[config.mk]
export PLATFORM = sky130hd
export DESIGN_NAME = vga_fill_master
export DESIGN_NICKNAME = d
export VERILOG_FILES = /design/src/rtl/vga_pkg.sv /design/src/rtl/axil_write_issue.sv /design/src/rtl/vga_fill_master.sv
export SDC_FILE = /design/constraint.sdc
export NUM_CORES = 1
export LEC_CHECK = 0
export ABC_AREA = 1
export CAP_MARGIN = 20
export CORE_ASPECT_RATIO = 0.6
export CORE_MARGIN = 1
export CORE_UTILIZATION = 61
export DETAILED_ROUTE_END_ITERATION = 16
export GPL_TIMING_DRIVEN = 0
export PLACE_DENSITY = 0.86
export RECOVER_POWER = 25
export SYNTH_ARGS = -nofsm -noshare
export SYNTH_HDL_FRONTEND = slang
export SYNTH_SLANG_ARGS = --single-unit
[constraint.sdc]
create_clock -name clk -period 5.5 [get_ports clk]
set_clock_uncertainty 0.05 [all_clocks]
set_input_delay 0.55 -clock clk [delete_from_list [all_inputs] [get_ports clk]]
set_output_delay 0.55 -clock clk [all_outputs]
set_load 0.005 [all_outputs]
[src/rtl/vga_pkg.sv]
`default_nettype none
// ============================================================================
// Module      : vga_pkg
// Description : Shared definitions for the VGA framebuffer fill path: frame
//               geometry, the fill command record, the fill FSM encoding,
//               AXI-lite write response codes and a constant-multiply helper.
// Revision    : 1.0 - initial release
// ============================================================================
package vga_pkg;

    localparam int FB_WIDTH  = 320;
    localparam int FB_HEIGHT = 240;

    localparam int CMD_X_W   = 9;
    localparam int CMD_Y_W   = 8;
    localparam int COLOR_W   = 12;

    typedef struct packed {
        logic [CMD_X_W-1:0] x;
        logic [CMD_Y_W-1:0] y;
        logic [CMD_X_W-1:0] w;
        logic [CMD_Y_W-1:0] h;
        logic [COLOR_W-1:0] color;
    } fill_cmd_t;

    typedef enum logic [1:0] {
        ST_IDLE    = 2'd0,
        ST_ISSUE   = 2'd1,
        ST_RESP    = 2'd2,
        ST_ADVANCE = 2'd3
    } fill_state_t;

    localparam logic [1:0] RESP_OKAY   = 2'b00;
    localparam logic [1:0] RESP_SLVERR = 2'b10;

    // Multiply by a constant as a sum of shifted copies; with k fixed at
    // elaboration this reduces to a handful of adders, never a multiplier.
    function automatic logic [31:0] const_mul(input logic [31:0] a, input int k);
        logic [31:0] acc;
        acc = '0;
        for (int i = 0; i < 31; i++) begin
            if (k[i]) begin
                acc = acc + (a << i);
            end
        end
        return acc;
    endfunction

endpackage
`default_nettype wire

[src/rtl/axil_write_issue.sv]
`default_nettype none
// ============================================================================
// Module      : axil_write_issue
// Description : Single-transaction AXI-lite write sequencer. A start strobe
//               loads address/data and raises awvalid and wvalid; each valid
//               drops after its own handshake; bready is raised once both
//               have completed and held until the B handshake.
// Ports       : start/addr/data  - launch one write (only while !busy)
//               busy             - a write is in flight
//               done             - strobe on the B handshake
//               resp_err         - qualifies done: bresp was not OKAY
//               aw*/w*/b*        - master side of the write channels
// Revision    : 1.0 - initial release
// ============================================================================
module axil_write_issue #(
    parameter int ADDR_WIDTH = 17,
    parameter int DATA_WIDTH = 12
) (
    input  logic                  clk,
    input  logic                  rst,
    input  logic                  start,
    input  logic [ADDR_WIDTH-1:0] addr,
    input  logic [DATA_WIDTH-1:0] data,
    output logic                  busy,
    output logic                  resp_err,
    output logic                  done,
    output logic [ADDR_WIDTH-1:0] awaddr,
    output logic                  awvalid,
    input  logic                  awready,
    output logic [DATA_WIDTH-1:0] wdata,
    output logic                  wvalid,
    input  logic                  wready,
    input  logic [1:0]            bresp,
    input  logic                  bvalid,
    output logic                  bready
);
    import vga_pkg::*;

    logic [ADDR_WIDTH-1:0] r_awaddr;
    logic [DATA_WIDTH-1:0] r_wdata;
    logic                  r_awvalid;
    logic                  r_wvalid;
    logic                  r_bready;

    // A channel counts as finished if it already handshook or does so now.
    logic w_aw_ok;
    logic w_w_ok;

    assign w_aw_ok = !r_awvalid || awready;
    assign w_w_ok  = !r_wvalid  || wready;

    always_ff @(posedge clk) begin
        if (rst) begin
            r_awaddr  <= '0;
            r_wdata   <= '0;
            r_awvalid <= 1'b0;
            r_wvalid  <= 1'b0;
            r_bready  <= 1'b0;
        end else if (start) begin
            r_awaddr  <= addr;
            r_wdata   <= data;
            r_awvalid <= 1'b1;
            r_wvalid  <= 1'b1;
        end else begin
            if (r_awvalid && awready) begin
                r_awvalid <= 1'b0;
            end
            if (r_wvalid && wready) begin
                r_wvalid <= 1'b0;
            end
            if ((r_awvalid || r_wvalid) && w_aw_ok && w_w_ok) begin
                r_bready <= 1'b1;
            end
            if (r_bready && bvalid) begin
                r_bready <= 1'b0;
            end
        end
    end

    assign awaddr   = r_awaddr;
    assign wdata    = r_wdata;
    assign awvalid  = r_awvalid;
    assign wvalid   = r_wvalid;
    assign bready   = r_bready;
    assign busy     = r_awvalid || r_wvalid || r_bready;
    assign done     = r_bready && bvalid;
    assign resp_err = done && (bresp != RESP_OKAY);

endmodule
`default_nettype wire

[src/rtl/vga_fill_master.sv]
`default_nettype none
// ============================================================================
// Module      : vga_fill_master
// Description : Rectangle-fill write initiator for the VGA framebuffer. Clips
//               a (x, y, w, h, color) command to the frame and issues one
//               single-beat AXI-lite write per pixel, row-major, with at most
//               one write outstanding.
// Ports       : cmd_*            - fill command, accepted on valid && ready
//               busy / done      - command in progress / completion pulse
//               err              - sticky non-OKAY response since last accept
//               aw*/w*/b*        - master side of the framebuffer write port
// Revision    : 1.0 - initial release
// ============================================================================
module vga_fill_master #(
    parameter int DATA_WIDTH = 12,
    parameter int ADDR_WIDTH = 17,
    parameter int FB_WIDTH   = 320,
    parameter int FB_HEIGHT  = 240,
    parameter int X_WIDTH    = 9,
    parameter int Y_WIDTH    = 8
) (
    input  logic                  clk,
    input  logic                  rst,
    input  logic                  cmd_valid,
    output logic                  cmd_ready,
    input  logic [X_WIDTH-1:0]    cmd_x,
    input  logic [Y_WIDTH-1:0]    cmd_y,
    input  logic [X_WIDTH-1:0]    cmd_w,
    input  logic [Y_WIDTH-1:0]    cmd_h,
    input  logic [DATA_WIDTH-1:0] cmd_color,
    output logic                  busy,
    output logic                  done,
    output logic                  err,
    output logic [ADDR_WIDTH-1:0] awaddr,
    output logic [2:0]            awprot,
    output logic                  awvalid,
    input  logic                  awready,
    output logic [DATA_WIDTH-1:0] wdata,
    output logic                  wvalid,
    input  logic                  wready,
    input  logic [1:0]            bresp,
    input  logic                  bvalid,
    output logic                  bready
);
    import vga_pkg::*;

    localparam logic [X_WIDTH:0]    c_fb_w     = (X_WIDTH+1)'(FB_WIDTH);
    localparam logic [Y_WIDTH:0]    c_fb_h     = (Y_WIDTH+1)'(FB_HEIGHT);
    localparam logic [ADDR_WIDTH-1:0] c_row_step = ADDR_WIDTH'(FB_WIDTH);

    fill_state_t           r_state;
    logic                  r_cmd_ready;
    logic                  r_busy;
    logic                  r_done;
    logic                  r_err;
    logic [X_WIDTH-1:0]    r_x0;
    logic [X_WIDTH:0]      r_x_end;
    logic [Y_WIDTH:0]      r_y_end;
    logic [X_WIDTH:0]      r_cur_x;
    logic [Y_WIDTH:0]      r_cur_y;
    logic [ADDR_WIDTH-1:0] r_row_base;
    logic [DATA_WIDTH-1:0] r_color;

    logic                  w_accept;
    logic                  w_empty;
    logic [X_WIDTH:0]      w_x_sum;
    logic [Y_WIDTH:0]      w_y_sum;
    logic [X_WIDTH:0]      w_x_end_clip;
    logic [Y_WIDTH:0]      w_y_end_clip;
    logic [ADDR_WIDTH-1:0] w_cmd_row_base;
    logic [X_WIDTH:0]      w_x_inc;
    logic                  w_wrap;
    logic [X_WIDTH:0]      w_next_x;
    logic [Y_WIDTH:0]      w_next_y;
    logic [ADDR_WIDTH-1:0] w_next_row_base;
    logic                  w_last;
    logic                  w_start;
    logic [ADDR_WIDTH-1:0] w_start_addr;
    logic [DATA_WIDTH-1:0] w_start_data;
    logic                  w_wr_busy;
    logic                  w_wr_done;
    logic                  w_wr_err;
    logic                  w_aw_ok;
    logic                  w_w_ok;

    // Command-side clipping; sums are one bit wider so they cannot wrap.
    assign w_accept       = cmd_valid && r_cmd_ready && (r_state == ST_IDLE);
    assign w_x_sum        = {1'b0, cmd_x} + {1'b0, cmd_w};
    assign w_y_sum        = {1'b0, cmd_y} + {1'b0, cmd_h};
    assign w_x_end_clip   = (w_x_sum > c_fb_w) ? c_fb_w : w_x_sum;
    assign w_y_end_clip   = (w_y_sum > c_fb_h) ? c_fb_h : w_y_sum;
    assign w_empty        = (cmd_w == '0) || (cmd_h == '0) ||
                            ({1'b0, cmd_x} >= c_fb_w) || ({1'b0, cmd_y} >= c_fb_h);
    assign w_cmd_row_base = ADDR_WIDTH'(const_mul(32'(cmd_y), FB_WIDTH));

    // Raster stepping used in ADVANCE; the same values seed the next write.
    assign w_x_inc         = r_cur_x + 1'b1;
    assign w_wrap          = (w_x_inc == r_x_end);
    assign w_next_x        = w_wrap ? {1'b0, r_x0} : w_x_inc;
    assign w_next_y        = w_wrap ? (r_cur_y + 1'b1) : r_cur_y;
    assign w_next_row_base = w_wrap ? (r_row_base + c_row_step) : r_row_base;
    assign w_last          = w_wrap && (w_next_y == r_y_end);

    // The write is launched on the edge that enters ISSUE, so address and
    // data come from the command (first pixel) or from the stepped raster.
    assign w_start      = !w_wr_busy &&
                          ((w_accept && !w_empty) || (r_state == ST_ADVANCE && !w_last));
    assign w_start_addr = (r_state == ST_IDLE) ? (w_cmd_row_base + ADDR_WIDTH'(cmd_x))
                                               : (w_next_row_base + ADDR_WIDTH'(w_next_x));
    assign w_start_data = (r_state == ST_IDLE) ? cmd_color : r_color;

    assign w_aw_ok = !awvalid || awready;
    assign w_w_ok  = !wvalid  || wready;

    always_ff @(posedge clk) begin
        if (rst) begin
            r_state     <= ST_IDLE;
            r_cmd_ready <= 1'b0;
            r_busy      <= 1'b0;
            r_done      <= 1'b0;
            r_err       <= 1'b0;
            r_x0        <= '0;
            r_x_end     <= '0;
            r_y_end     <= '0;
            r_cur_x     <= '0;
            r_cur_y     <= '0;
            r_row_base  <= '0;
            r_color     <= '0;
        end else begin
            r_done <= 1'b0;
            case (r_state)
                ST_IDLE: begin
                    r_cmd_ready <= 1'b1;
                    if (w_accept) begin
                        r_err      <= 1'b0;
                        r_x0       <= cmd_x;
                        r_x_end    <= w_x_end_clip;
                        r_y_end    <= w_y_end_clip;
                        r_cur_x    <= {1'b0, cmd_x};
                        r_cur_y    <= {1'b0, cmd_y};
                        r_row_base <= w_cmd_row_base;
                        r_color    <= cmd_color;
                        if (w_empty) begin
                            r_done <= 1'b1;
                        end else begin
                            r_state     <= ST_ISSUE;
                            r_busy      <= 1'b1;
                            r_cmd_ready <= 1'b0;
                        end
                    end
                end
                ST_ISSUE: begin
                    if (w_aw_ok && w_w_ok) begin
                        r_state <= ST_RESP;
                    end
                end
                ST_RESP: begin
                    if (w_wr_done) begin
                        if (w_wr_err) begin
                            r_err <= 1'b1;
                        end
                        r_state <= ST_ADVANCE;
                    end
                end
                ST_ADVANCE: begin
                    r_cur_x    <= w_next_x;
                    r_cur_y    <= w_next_y;
                    r_row_base <= w_next_row_base;
                    if (w_last) begin
                        r_done      <= 1'b1;
                        r_busy      <= 1'b0;
                        r_cmd_ready <= 1'b1;
                        r_state     <= ST_IDLE;
                    end else begin
                        r_state <= ST_ISSUE;
                    end
                end
                default: r_state <= ST_IDLE;
            endcase
        end
    end

    axil_write_issue #(
        .ADDR_WIDTH (ADDR_WIDTH),
        .DATA_WIDTH (DATA_WIDTH)
    ) u_wr (
        .clk      (clk),
        .rst      (rst),
        .start    (w_start),
        .addr     (w_start_addr),
        .data     (w_start_data),
        .busy     (w_wr_busy),
        .resp_err (w_wr_err),
        .done     (w_wr_done),
        .awaddr   (awaddr),
        .awvalid  (awvalid),
        .awready  (awready),
        .wdata    (wdata),
        .wvalid   (wvalid),
        .wready   (wready),
        .bresp    (bresp),
        .bvalid   (bvalid),
        .bready   (bready)
    );

    assign cmd_ready = r_cmd_ready;
    assign busy      = r_busy;
    assign done      = r_done;
    assign err       = r_err;
    assign awprot    = 3'b000;

endmodule
`default_nettype wire

==> impl_metrics.toml, run 1 <==
[power]
swShare = 0.488
p_int_w = 0.00205
power_frac_clock = 0.160
ir_drop_v = 0.000258
switchingPower_w = 0.00195
p_leak_nw = 4.11
p_per_area_nw_per_um2 = 446
seqPwrFrac = 0.291
comb_power_share = 0.549

[place]
dp_hpwl_um = 18800
io_buffers = 89
placed_area_um2 = 8660
gp_congestion = 0.968
dp_worst_setup_slack_ps = 1080

[detailed_routing]
via_count = 8195
drc_errors = 0
drt_first_pass_iters = 7
finalWirelength_um = 24100
drtAntennaViolNets = 0
vias_per_cell = 5.66
drt_iter0_drc = 940
avgRoutedWirePerCell_um = 16.6

[layout]
final_cell_mix = "nand2_1 (318), inv_1 (149), nor2_1 (119), dfxtp_1 (108), nand3_1 (74)"
fin_nets = 1375
final-seq-area_um2 = 2160
num-fill-cells = 1047
final_util = 0.742
final_common_cell = "nand2_1"
syn_to_final_growth_pct = 18.5
num_antenna_cells = 0
drive_gt1_frac = 0.0553
final_area_um2 = 8950
multi_input_area_um2 = 4580

[logic_synthesis]
syn_inst = 1175
syn_area_per_cell_um2 = 6.43
ys_warn_count = 0
synth_top_cell_area_share = 0.286
synth-seq-area-share = 0.286
yosys-top-cells-area = "dfxtp_1 (29%), nand2_1 (16%), inv_1 (7.4%)"
synthArstFlopShare = 0
ys_types = 47
synth-edff-count = 0
synthFlopType = "dfxtp_1"
ys_ff_latch = 108
yosysTopAreaCell = "dfxtp_1"
synth_area_um2 = 7550

[clock_tree]
ctsResizeCount = 0
cts_setup_buffers = 0
cts_buffers = 9
clk_transition_reported_paths_ps = 80
cts-root-to-sink-buffers = 2
ctsHoldBuffers = 0
insertion_delay_ps = 350
htreeDepth = 3
cts.sinks = 108
clockRootBuffer = "clkbuf_16"
cts_tree = "done"

[global_routing]
grt_antenna_before_repair = 0
grt_overflow_total = 0
grt_first_pass_wirelength_um = 37700
grt_start_max_net_pins = 20
grtUsageTotal = 0.381
grt_pass1_vias = 7369

[sta]
post-route-min-period_ps = 4600
fin_setup_tns_ps = 0
maxSlewViolCount = 0
worst_pin_slew_ps = 857
timing.hold.ws_ps = 413
relSlewSlack = 0.429
rsz0062_at_grt = "false"
fmax_ghz = 0.218
setup_violations = 0
timing.final.hold_violations = 0
period_share = 0.836
timing.final.ws_setup_ps = 903

[floorplanning]
dieArea_um2 = 12800
coreArea_um2 = 12100
chipHeight_um = 88.2
start_util = 0.626
die_w_um = 146
std_cell_rows = 31
ios = 93

[status]
status = "finished, final reports clean"

[worst_setup_path]
slowest_delay_ps = 450
slowest_stage = "dfxtp_1"
cp-end-kind = "flip-flop"
criticalPathCategory = "flip-flop to flip-flop"
cp.required_ps = 5710
arrival_ps = 4800
critPathLaunchType = "flip-flop"
worst-path-max-fanout = 10

[run]
drv_cap = 0

[hold_path]
hold_class = "flip-flop to flip-flop"
per-stage QoR:
stage	std cells	total power, W
after CTS	1448	0.00395
after detailed placement	1432	0.00330
after global placement	1432	0.00325
after global routing	1449	0.00427
final	1449	0.00400
after floorplan	1178	0.00257
area by class of cell:
| type | count | area share |
|---|---|---|
| buffer | 45 | 0.0253 |
| tap | 165 | 0.0231 |
| multi-input combinational | 867 | 0.512 |
| clock inverter | 6 | 0.00629 |
| sequential | 108 | 0.241 |
| clock buffer | 10 | 0.0256 |
| inverter | 158 | 0.0662 |
| timing repair buffer | 90 | 0.100 |
registers in the layout, indices dropped and copies added, names as in the netlist, 2 cells and up:
| register | flops |
|---|---|
| r_color | 12 |
| r_cur_x | 10 |
| r_cur_y | 9 |
| r_row_base | 11 |
| r_state | 2 |
| r_x0 | 9 |
| r_x_end | 10 |
| r_y_end | 9 |
| u_wr.awaddr | 17 |
| u_wr.wdata | 12 |
worst max-delay path: cells and delay by family (launching register included):
kind | cells | cell delay [ps]
DFF | 1 | 450
buffers and inverters | 6 | 910
AOI/OAI and AO/OA | 4 | 860
and+or+nand+nor | 17 | 1640
adders and majority gates | 2 | 570
layer usage:
metal / track usage / wire length, µm / part of all wire
met5: 0 / 0 / 0
met4: 0.0967 / 497 / 0.021
met3: 0.123 / 3490 / 0.15
met2: 0.552 / 9420 / 0.39
met1: 0.542 / 10600 / 0.44
worst paths after layout:
kind | end | startpoint | slack, ps | depth (start not counted)
max reg2reg | u_wr.awaddr[13]$_SDFFE_PP0P_ | r_cur_x[0]$_SDFFE_PP0P_ | 900 | 29
max | u_wr.awaddr[13]$_SDFFE_PP0P_ | r_cur_x[0]$_SDFFE_PP0P_ | 900 | 29
min | r_color[10]$_SDFFE_PP0P_ | r_color[10]$_SDFFE_PP0P_ | 410 | 2
min reg2reg | r_color[10]$_SDFFE_PP0P_ | r_color[10]$_SDFFE_PP0P_ | 410 | 2
power by group through the flow:
stage,sequential [W],clock (W),combinational (W)
global placement,0.00117,0,0.00208
CTS,0.00116,0.000642,0.00215
floorplan,0.00114,0,0.00143
global route,0.00119,0.000671,0.00241
finish,0.00116,0.000640,0.00220
detailed placement,0.00117,0,0.00213
cells by family after synthesis:
kind of cell             synth area share
AND/OR/NAND/NOR                     0.326
buffers and inverters               0.108
AO/OA/AOI/OAI                       0.156
flip-flops                          0.286
XOR/XNOR                           0.0499
adder cells (fa/ha/maj)            0.0735
other                            0.000496
synthesized netlist by cell type, drive strengths merged (5+ instances only):
cell type  instances
xor2              32
nand3             77
ha                38
o21bai             8
buf               13
nand3b             9
nand4              6
a31oi             23
nand2            331
xnor2             11
o21ai             59
nor2             131
nor3              12
clkbuf            32
a211oi            17
inv              157
dfxtp            108
o211ai             8
o21a               6
a21oi             69
nor4               5
Note: power is estimated with default switching activity, not from simulation.
==> inputs of run 2 (changes only) <==
--- a/config.mk
+++ b/config.mk
@@ -9,10 +9,10 @@
 export CAP_MARGIN = 20
 export CORE_ASPECT_RATIO = 0.6
 export CORE_MARGIN = 1
-export CORE_UTILIZATION = 61
+export CORE_UTILIZATION = 57
 export DETAILED_ROUTE_END_ITERATION = 16
 export GPL_TIMING_DRIVEN = 0
-export PLACE_DENSITY = 0.86
+export PLACE_DENSITY = 0.81
 export RECOVER_POWER = 25
 export SYNTH_ARGS = -nofsm -noshare
 export SYNTH_HDL_FRONTEND = slang
==> constraint.sdc (replaced) <==
create_clock -name clk -period 4.3 [get_ports clk]
set_clock_uncertainty 0.05 [all_clocks]
set_input_delay 0.43 -clock clk [delete_from_list [all_inputs] [get_ports clk]]
set_output_delay 0.43 -clock clk [all_outputs]
set_load 0.005 [all_outputs]
==> impl_metrics.toml, run 2 (synthesis gave the netlist of run 1 again) <==
[layout]
drive_gt1_frac = 0.0593
final_common_cell = "nand2_1"
num-fill-cells = 1158
finalNonFillerCells = 1452
final_area_um2 = 9020
largest_reg_flops = 17
multi_input_area_um2 = 4610
num_antenna_cells = 0
syn_to_final_growth_pct = 19.4
fin_nets = 1374
final_cell_mix = "nand2_1 (317), inv_1 (149), nor2_1 (117), dfxtp_1 (107), nand3_1 (74)"
final_util = 0.700
final-seq-area_um2 = 2160

[detailed_routing]
drtAntennaViolNets = 0
drc_errors = 0
via_count = 8079
drt_first_pass_iters = 6
drt_iter0_drc = 837
avgRoutedWirePerCell_um = 16.5
finalWirelength_um = 23900
vias_per_cell = 5.56

[clock_tree]
cts_buffers = 9
clockRootBuffer = "clkbuf_16"
insertion_delay_ps = 360
cts-root-to-sink-buffers = 2
cts_tree = "done"
cts.sinks = 108
clk_transition_reported_paths_ps = 80
htreeDepth = 3

[floorplanning]
dieArea_um2 = 13700
std_cell_rows = 32
chipHeight_um = 91.2
coreArea_um2 = 12900
start_util = 0.586
ios = 93
die_w_um = 151

[sta]
period_share = 0.915
fin_setup_tns_ps = 0
timing.final.hold_violations = 0
post-route-min-period_ps = 3940
setup_violations = 0
relSlewSlack = 0.391
worst_pin_slew_ps = 913
maxSlewViolCount = 0
fmax_ghz = 0.254

[worst_setup_path]
cp.required_ps = 4500
arrival_ps = 4140
criticalPathCategory = "flip-flop to flip-flop"
critPathLaunchType = "flip-flop"
worst-path-max-fanout = 14
cp-end-kind = "flip-flop"

[global_routing]
grt_start_max_net_pins = 19
grt_first_pass_wirelength_um = 38100
grtUsageTotal = 0.364
grt_overflow_total = 0
grt_antenna_before_repair = 0
grt_pass1_vias = 7428

[power]
p_per_area_nw_per_um2 = 583
p_leak_nw = 4.14
ir_drop_v = 0.000287
power_w = 0.00526

[place]
io_buffers = 89
gp_congestion = 0.982
dp_hpwl_um = 18700
placed_area_um2 = 8670
dp.cells = 1437

[hold_path]
hold_class = "flip-flop to flip-flop"

[run]
drv_cap = 0

[status]
status = "finished, final reports clean"
==> run 2: report_power, final <==
part           switching (W)  leakage (nW)  internal, W  total (W)
Sequential          0.000219         0.882      0.00126    0.00148
Combinational        0.00189          3.10     0.000965    0.00285
Clock               0.000408         0.154     0.000515   0.000924
Total                0.00252          4.14      0.00274    0.00526
==> run 2: final timing paths <==
| kind | start | end | slack (ps) | depth (start not counted) |
|---|---|---|---|---|
| setup reg to reg | r_cur_x[1]$_SDFFE_PP0P_ | u_wr.awaddr[16]$_SDFFE_PP0P_ | 360 | 27 |
| hold / removal | r_x0[8]$_SDFFE_PP0P_ | r_x0[8]$_SDFFE_PP0P_ | 410 | 2 |
| setup / recovery | r_cur_x[1]$_SDFFE_PP0P_ | u_wr.awaddr[16]$_SDFFE_PP0P_ | 360 | 27 |
| hold reg to reg | r_x0[8]$_SDFFE_PP0P_ | r_x0[8]$_SDFFE_PP0P_ | 410 | 2 |
==> run 2: per-stage QoR <==
stage | setup WS (ps) | hold slack (ps)
final | 365 | 408
after global routing | -35.3 | 428
after CTS | 77.0 | 405
after detailed placement | -146 | 397
after global placement | -87.6 | 386
after floorplan | 696 | 375
==> run 2: final cells by class <==
type,instances,share of cell area
inverter,158,0.0657
tap,170,0.0236
timing repair buffer,90,0.0996
sequential,108,0.240
clock inverter,6,0.0107
multi-input combinational,867,0.511
clock buffer,9,0.0250
buffer,44,0.0247
==> run 2: worst max-delay path, cell delays in order (launching register included) <==
cell and delay (ps):
dfxtp_1 410, ha_1 280, xnor2_1 160, nand2_1 100
nor2_1 180, nand2_1 90, nor2_1 90, nand2_1 100
nor2_4 170, nand2_4 150, inv_1 160, nand2_1 60
o21ai_0 140, ha_1 340, a21oi_2 200, nor2_1 60
nor2_1 80, inv_1 60, nand2_1 50, inv_1 60
nor2_2 170, nand2_1 190, nand2_1 100, nand2_1 50
nand3_1 100, nand2_1 70, nor2_1 110, nor2_1 60
==> run 2: routing by layer <==
layer | share of wire | global-route usage
met1 | 0.47 | 0.536
met2 | 0.38 | 0.504
met3 | 0.14 | 0.115
met4 | 0.017 | 0.0917
met5 | 0 | 0
==> run 2: repair_timing <==
action / 4_1_cts / 5_1_grt
hold buffers: 0 / 0
gates resized for setup: 1 / 7
endpoints found under the hold margin: 0 / 0
setup endpoints to repair: 7 / 7
buffers inserted: 0 / 1
pin swaps: 0 / 1
